**config.mk**
```make
export PLATFORM = sky130hd
export DESIGN_NAME = seq_div_sr
export DESIGN_NICKNAME = d
export VERILOG_FILES = /design/src/rtl/seq_div_pkg.sv /design/src/rtl/seq_div_step.sv /design/src/rtl/seq_div_sr.sv
export SDC_FILE = /design/constraint.sdc
export NUM_CORES = 1
export LEC_CHECK = 0
export ABC_AREA = 1
export BUFFER_PORTS_ARGS = -buffer_cell sky130_fd_sc_hd__buf_2
export CAP_MARGIN = 10
export CORE_MARGIN = 5
export CORE_UTILIZATION = 53
export DETAILED_ROUTE_END_ITERATION = 6
export HOLD_SLACK_MARGIN = 0.02
export PLACE_DENSITY = 0.77
export SLEW_MARGIN = 20
export SYNTH_ARGS = -nofsm -noshare
export SYNTH_HDL_FRONTEND = slang
export SYNTH_SLANG_ARGS = --single-unit
```
**constraint.sdc**
```tcl
create_clock -name clk -period 1.85 [get_ports clk]
set_clock_uncertainty 0.15 [all_clocks]
set_input_delay 0.37 -clock clk [delete_from_list [all_inputs] [get_ports clk]]
set_output_delay 0.37 -clock clk [all_outputs]
set_load 0.01 [all_outputs]
```
**src/rtl/seq_div_pkg.sv**
```systemverilog
// Shared types and helpers for the radix-2 restoring divider.
// Holds the FSM encoding, the conditional absolute value and the DBZ quotient.
package seq_div_pkg;

  typedef enum logic [1:0] {
    IDLE,
    DIV,
    FIX,
    DONE
  } state_t;

  localparam int MAX_W = 64;

  localparam logic [MAX_W-1:0] DBZ_QUO = '1;

  // Callers zero-extend and truncate back; the low bits of -v are exact.
  function automatic logic [MAX_W-1:0] abs_w(
    input logic [MAX_W-1:0] v,
    input logic             neg
  );
    return neg ? -v : v;
  endfunction

endpackage

```
**src/rtl/seq_div_step.sv**
```systemverilog
// One restoring division iteration: shift in a dividend bit,
// trial-subtract the divisor, keep or restore.
module seq_div_step #(
  parameter int WIDTH = 8
) (
  input  logic [WIDTH-1:0] rem_in,
  input  logic             dvd_bit,
  input  logic [WIDTH-1:0] dvs,
  output logic [WIDTH-1:0] rem_out,
  output logic             q_bit
);

  logic [WIDTH:0] shifted;
  logic [WIDTH:0] trial;

  assign shifted = {rem_in, dvd_bit};
  assign trial   = shifted - {1'b0, dvs};

  // rem_in < dvs keeps the trial within WIDTH+1 bit two's complement
  assign q_bit   = ~trial[WIDTH];
  assign rem_out = q_bit ? trial[WIDTH-1:0] : shifted[WIDTH-1:0];

endmodule

```
**src/rtl/seq_div_sr.sv**
```systemverilog
// Sequential signed/unsigned restoring divider with valid/ready
// handshakes on both sides; one quotient bit per cycle.
module seq_div_sr
  import seq_div_pkg::*;
#(
  parameter  int WIDTH = 8,
  localparam int CNT_W = $clog2(WIDTH + 1)
) (
  input  logic             clk,
  input  logic             rst,
  input  logic             nd_valid,
  output logic             nd_ready,
  input  logic [WIDTH-1:0] num,
  input  logic [WIDTH-1:0] den,
  input  logic             is_signed,
  output logic             qr_valid,
  input  logic             qr_ready,
  output logic [WIDTH-1:0] quo,
  output logic [WIDTH-1:0] rem,
  output logic             dbz,
  output logic             busy
);

  state_t           state;
  state_t           state_n;
  logic [CNT_W-1:0] cnt;
  logic [WIDTH-1:0] dvd;
  logic [WIDTH-1:0] dvs;
  logic [WIDTH-1:0] racc;
  logic [WIDTH-1:0] rem_nx;
  logic [WIDTH-1:0] num_abs;
  logic [WIDTH-1:0] den_abs;
  logic             q_bit;
  logic             sign_q;
  logic             sign_r;
  logic             accept;
  logic             den_zero;
  logic             num_neg;
  logic             den_neg;

  assign accept   = nd_valid & nd_ready;
  assign den_zero = (den == '0);
  assign num_neg  = is_signed & num[WIDTH-1];
  assign den_neg  = is_signed & den[WIDTH-1];

  assign num_abs = WIDTH'(abs_w(MAX_W'(num), num_neg));
  assign den_abs = WIDTH'(abs_w(MAX_W'(den), den_neg));

  seq_div_step #(
    .WIDTH(WIDTH)
  ) u_step (
    .rem_in (racc),
    .dvd_bit(dvd[WIDTH-1]),
    .dvs    (dvs),
    .rem_out(rem_nx),
    .q_bit  (q_bit)
  );

  always_comb begin
    state_n = state;
    unique case (state)
      IDLE: begin
        if (accept) state_n = den_zero ? DONE : DIV;
      end
      DIV: begin
        if (cnt == CNT_W'(WIDTH - 1)) state_n = FIX;
      end
      FIX: state_n = DONE;
      DONE: begin
        if (qr_ready) state_n = IDLE;
      end
      default: state_n = IDLE;
    endcase
  end

  // Status outputs are registered from the next state
  always_ff @(posedge clk or negedge rst) begin
    if (!rst) begin
      state    <= IDLE;
      nd_ready <= 1'b1;
      busy     <= 1'b0;
      qr_valid <= 1'b0;
    end else begin
      state    <= state_n;
      nd_ready <= (state_n == IDLE);
      busy     <= (state_n != IDLE);
      qr_valid <= (state_n == DONE);
    end
  end

  always_ff @(posedge clk or negedge rst) begin
    if (!rst) begin
      cnt    <= '0;
      dvd    <= '0;
      dvs    <= '0;
      racc   <= '0;
      sign_q <= 1'b0;
      sign_r <= 1'b0;
      quo    <= '0;
      rem    <= '0;
      dbz    <= 1'b0;
    end else begin
      unique case (state)
        IDLE: begin
          if (accept && den_zero) begin
            quo <= WIDTH'(DBZ_QUO);
            rem <= num;
            dbz <= 1'b1;
          end else if (accept) begin
            dvd    <= num_abs;
            dvs    <= den_abs;
            racc   <= '0;
            cnt    <= '0;
            sign_q <= num_neg ^ den_neg;
            sign_r <= num_neg;
          end
        end
        DIV: begin
          cnt  <= cnt + CNT_W'(1);
          dvd  <= {dvd[WIDTH-2:0], q_bit};
          racc <= rem_nx;
        end
        FIX: begin
          quo <= sign_q ? -dvd : dvd;
          rem <= sign_r ? -racc : racc;
        end
        DONE: begin
          if (qr_ready) dbz <= 1'b0;
        end
        default: ;
      endcase
    end
  end

endmodule

```
==> reports/metrics.csv, run 1 <==
metric,value,unit
outcome,finished with violations,
violations,setup timing,
synth_fp_nets,492,
placed_area,3900,sq um
dieArea,7970,sq um
post_drt_via_cell_ratio,5.48,
p_comb_share,67.1,%
yosysSeqAreaShare,39.1,%
hold_viol_final,0,
worst_slew_pin_slew,0.497,ns
drt_iter0_markers,312,
yosysWarnings,0,
gp_congestion,0.888,
dp_hpwl,6520,microns
h-tree-depth,2,
path_cells,ha_4 -> fa_2 -> inv_2 -> nand2_2 -> nand2_4 -> nand3_4 -> nand2_4 -> nand2_4 -> nand2_4 -> nand2_1 -> nand3_1 -> nand2_1,
grt_pass1_wl,14600,microns
r2r_cells,12,
cp_common_cell,nand2_4,
grt_max_degree,21,
ant_nets,0,
grt_setup_unrepaired,yes,
initial_core_util,55.3,%
areaGrowthSynthToFinish,24.9,%
setup_slack,-0.164,ns
grt_util_all_layers,23.6,%
crit_start,dvs[0],
mostFrequentLayoutCell,nand2_1,
p_int,0.00440,W
met1_usage,32.4,%
rr_startpoint,dvs[0],
insertion_delay,0.31,ns
synth-async-reset-ratio,100,%
wl,8820,microns
cts_sinks,52,
crit_fanout,5,
slew_headroom,66.9,%
cts-root-buf,clkbuf_8,
drt_drc_violations_left,0,
post_synth.cell_area_avg,7.29,sq um
ir_drop,0.00111,V
maxCapViolCount,0,
critical_path_required,1.90,ns
ff2ff_setup_slack,-0.16,ns
first_pass_iters,5,
seq_power_share,25.0,%
grt_pass1_vias,3177,
core,6030,sq um
synthesis.area,3330,sq um
startpoint_type,flop,
endpoint,racc[3],
die_w,89.3,microns
wire_per_inst,14.3,microns
clockPowerShare,7.8,%
cts_buffers,5,
rows,28,
die_y,89.3,microns
period_minus_slack,2.01,ns
drive_above_1_share,24.7,%
via_count,3379,
layout_common_cells,"nand2_1, inv_1, dfrtp_1",
finalCritPeriodShare,109,%
critPathSlowestCell,dfrtp_1,
setup_viol,9,
fin_util,69.1,%
ys_seq_elements,52,
grt.busiest_layer,met2,
report.final.slew_viol_count,0,
hp-class,input pin to flop,
finish.instance_area,4160,sq um
antenna_found_initial,0,
synth_edf_count,0,
end_kind,flop,
place_ws,-0.115,ns
clkTransAtPathRegs,0.10,ns
criticalPathCategory,flop to flop,
overflow,0,
clockBufferDepth,2,
io_buffer_count,40,
swShare,48.2,%
grtUsageMet2,38.0,%
fmax,496,MHz
r2r-end,racc[3],
ios,41,
yosysUniqueCellTypes,37,
synthCells,457,
leakage,2.17,nW
p_sw,0.00409,W
cts_tree,yes,
gr-usage-met3,3.13,%
cpPeakStageDelay,0.42,ns
antennaDiodeCount,0,
critical_path_arrival,2.06,ns
layout.nets,576,
synthFlopType,dfrtp_1,
powerDensity,2040,nW/um^2
==> logic make-up after synthesis <==
group | Yosys count | synth area share, %
compound gates | 76 | 12.6
flops | 52 | 39.1
simple gates | 231 | 30.9
buf+inv | 74 | 9.28
fa+ha+maj | 14 | 5.48
xor+xnor | 10 | 2.63
==> layer usage <==
metal | up-vias | share of wire (%)
li1 | 1644 | -
met1 | 1560 | 43
met2 | 151 | 47
met3 | 24 | 7.3
met4 | 0 | 2.8
met5 | - | 0
==> power by group through the flow <==
stage	registers, W	clock network, W	logic (W)
after global routing	0.00219	0.000719	0.00638
after global placement	0.00209	0	0.00476
final	0.00212	0.000665	0.00570
after floorplan	0.00215	0	0.00318
after CTS	0.00210	0.000669	0.00537
after detailed placement	0.00212	0	0.00488
==> final cells by class <==
class | instances | area (sq um)
clock buffers | 6 | 72.6
clock inverters | 2 | 13.8
flip-flops and latches | 52 | 1300
well taps | 75 | 93.8
repair buffers | 84 | 586
inverters | 65 | 244
fillers | 511 | 1860
multi-input cells | 333 | 1850
==> how the worst min path moves through the flow <==
stage               startpoint  endpoint  slack (ns)  depth (start not counted)
finish                  num[0]    rem[0]        0.18                          3
global route            num[0]    rem[0]        0.17                          3
CTS                     den[7]    dvs[7]        0.18                          3
detailed placement         rst    dvs[3]        0.22                          1
global placement           rst    dvs[3]        0.22                          1
floorplan                  rst      busy       -0.08                          0
==> repair_timing <==
| action | CTS | global route |
|---|---|---|
| buffers inserted | 6 | 0 |
| gates resized for setup | 14 | 14 |
| endpoints found under the hold margin | 16 | 0 |
| pin swaps | 7 | 10 |
| hold buffers | 1 | 0 |
| setup endpoints to repair | 9 | 11 |
| cloned | 2 | 0 |
==> flip-flops by register name, summed over array words and instances (netlist names) <==
register	cells
dbz	1
sign_r	1
rem	8
cnt	4
busy	1
dvd	8
dvs	8
sign_q	1
racc	8
quo	8
nd_ready	1
state	2
qr_valid	1
==> worst max-delay path, delay by kind of cell (launching register included) <==
kind,cells,cell delay (ns)
buf+inv,1,0.07
simple gates,9,0.74
fa+ha+maj,2,0.54
flops,1,0.42
==> Yosys cell counts (3+ instances only) <==
cell | number | area (sq um)
buf_2 | 3 | 15.0
nor2_1 | 29 | 109
ha_1 | 13 | 163
nor2_2 | 4 | 25.0
a31oi_1 | 5 | 31.3
or2_2 | 3 | 18.8
o21ai_1 | 6 | 30.0
nand3_1 | 50 | 250
xor2_1 | 7 | 61.3
o22ai_1 | 3 | 18.8
xnor2_1 | 3 | 26.3
nand2_2 | 3 | 18.8
nor3_1 | 3 | 15.0
o21ai_0 | 36 | 180
clkbuf_1 | 3 | 11.3
o21a_1 | 3 | 22.5
nand3b_1 | 4 | 30.0
inv_1 | 60 | 225
a21oi_1 | 20 | 100
inv_2 | 5 | 18.8
nand2_1 | 128 | 480
dfrtp_1 | 51 | 1280
==> through the flow <==
stage	power [W]	setup TNS, ns	cells	hold slack, ns
after global placement	0.00685	-0.939	600	0.216
after detailed placement	0.00700	-1.09	600	0.217
after global routing	0.00929	-2.22	617	0.174
after CTS	0.00814	-0.665	617	0.176
final	0.00848	-1.23	617	0.182
after floorplan	0.00533	0	457	-0.0756
Note: power is estimated with default switching activity, not from simulation.
==> inputs of run 2 (changes only) <==
--- a/config.mk
+++ b/config.mk
@@ -11,6 +11,7 @@
 export CORE_MARGIN = 5
 export CORE_UTILIZATION = 53
 export DETAILED_ROUTE_END_ITERATION = 6
+export GPL_TIMING_DRIVEN = 0
 export HOLD_SLACK_MARGIN = 0.02
 export PLACE_DENSITY = 0.77
 export SLEW_MARGIN = 20
==> run 2 against run 1 <==
The run still ends with setup timing left. Cell count decreased by 4.1%. Global-route usage decreased by 0.73 points. Die area unchanged. Core utilization decreased by 3.4 points. Power decreased by 7.7%. Hold slack got worse by 0.0026 ns. Critical path type unchanged. Critical endpoint is now racc[2].
==> reports/metrics.csv, run 2 (synthesis results as in run 1) <==
metric,value,unit
setup_viol,9,
setup_slack,-0.176,ns
outcome,finished with violations,
crit_fanout,8,
grt_pass1_wl,14100,microns
leakage,2.02,nW
powerDensity,1980,nW/um^2
r2r_cells,12,
critical_path_arrival,2.08,ns
critical_path_required,1.90,ns
finalCritPeriodShare,110,%
ff2ff_setup_slack,-0.18,ns
grt_pass1_vias,3127,
cts-root-buf,clkbuf_8,
place_ws,-0.293,ns
io_buffer_count,40,
drt_drc_violations_left,0,
period_minus_slack,2.03,ns
worst_slew_pin_slew,0.672,ns
clockBufferDepth,2,
antennaDiodeCount,0,
post_drt_via_cell_ratio,5.41,
die_w,89.3,microns
dieArea,7970,sq um
rows,28,
ir_drop,0.000939,V
wl,8300,microns
layout_common_cells,"nand2_1, inv_1, dfrtp_1",
fin_cells,592,
mostFrequentLayoutCell,nand2_1,
drt_iter0_markers,263,
criticalPathCategory,flop to flop,
rr_startpoint,dvd[7],
hp-start,den[7],
ios,41,
first_pass_iters,5,
dp_cells,572,
grt_util_all_layers,22.8,%
r2r-end,racc[2],
holdPathEnd,dvs[7],
insertion_delay,0.31,ns
dp_hpwl,6070,microns
violations,setup timing,
cts_buffers,5,
gp_congestion,0.926,
layout.nets,551,
grt_max_degree,53,
whs,0.180,ns
hp-class,input pin to flop,
end_kind,flop,
antenna_found_initial,0,
overflow,0,
initial_core_util,55.3,%
fmax,494,MHz
wire_per_inst,14.0,microns
grt_setup_unrepaired,yes,
report.final.slew_viol_count,0,
via_count,3200,
cts_sinks,52,
hold_viol_final,0,
startpoint_type,flop,
areaGrowthSynthToFinish,18.7,%
die_y,89.3,microns
holdPathStages,3,
maxCapViolCount,0,
cts_tree,yes,
drive_above_1_share,20.3,%
slew_headroom,55.2,%
clkTransAtPathRegs,0.09,ns
core,6030,sq um
ant_nets,0,
h-tree-depth,2,
power,0.00783,W
[run 2: routing by layer]
layer | wire [microns] | GRT usage [%] | up-vias
li1 | - | - | 1599
met1 | 3800 | 32.1 | 1470
met2 | 3850 | 36.7 | 110
met3 | 509 | 3.87 | 21
met4 | 140 | 5.95 | 0
met5 | 0 | 0 | -
[run 2: cell type report]
| class | count | area [sq um] |
|---|---|---|
| fillers | 535 | 2070 |
| well taps | 75 | 93.8 |
| multi-input cells | 333 | 1870 |
| inverters | 65 | 244 |
| repair buffers | 51 | 295 |
| clock buffers | 7 | 76.3 |
| plain buffers | 8 | 61.3 |
| clock inverters | 1 | 8.76 |
| flip-flops and latches | 52 | 1300 |
[run 2: stage by stage]
stage / instance area, sq um / utilization (%) / setup TNS [ns]
floorplan: 3360 / - / 0
global placement: 3650 / 60.6 / -3.62
detailed placement: 3650 / 60.6 / -5.62
CTS: 3890 / 64.5 / -1.24
global route: 3960 / 65.6 / -2.52
finish: 3960 / 65.6 / -1.37
[run 2: worst max-delay path by stage]
stage	slack (ns)	from	to
floorplan	0.007	racc[2]	racc[7]
global placement	-0.22	racc[5]	racc[5]
detailed placement	-0.29	racc[5]	racc[4]
finish	-0.18	dvd[7]	racc[2]
CTS	-0.15	dvd[7]	racc[6]
global route	-0.29	dvd[7]	racc[4]
[run 2: report_power, final]
part	switching, W	total (W)	leakage [nW]	internal, W
sequential	0.000446	0.00216	0.620	0.00172
combinational	0.00306	0.00501	1.36	0.00195
clock	0.000377	0.000648	0.0424	0.000271
total	0.00388	0.00783	2.02	0.00394
[run 2: timing repair]
| action | 4_1_cts | 5_1_grt |
|---|---|---|
| hold endpoints to repair | 51 | 0 |
| pin swaps | 4 | 2 |
| setup buffers | 7 | 3 |
| hold buffers | 1 | 0 |
| gates resized for setup | 15 | 11 |
| setup endpoints to repair | 9 | 21 |
| cloned | 2 | 0 |
[run 2: critical path, cell delays in order, from the launching register on]
cell	delay (ns)
dfrtp_1	0.38
inv_2	0.07
ha_4	0.16
fa_2	0.35
inv_2	0.06
nand2_2	0.05
nand2_4	0.07
nand3_4	0.09
nand3_4	0.18
buf_6	0.13
nand3_2	0.06
nand3_1	0.09
nand2_1	0.07
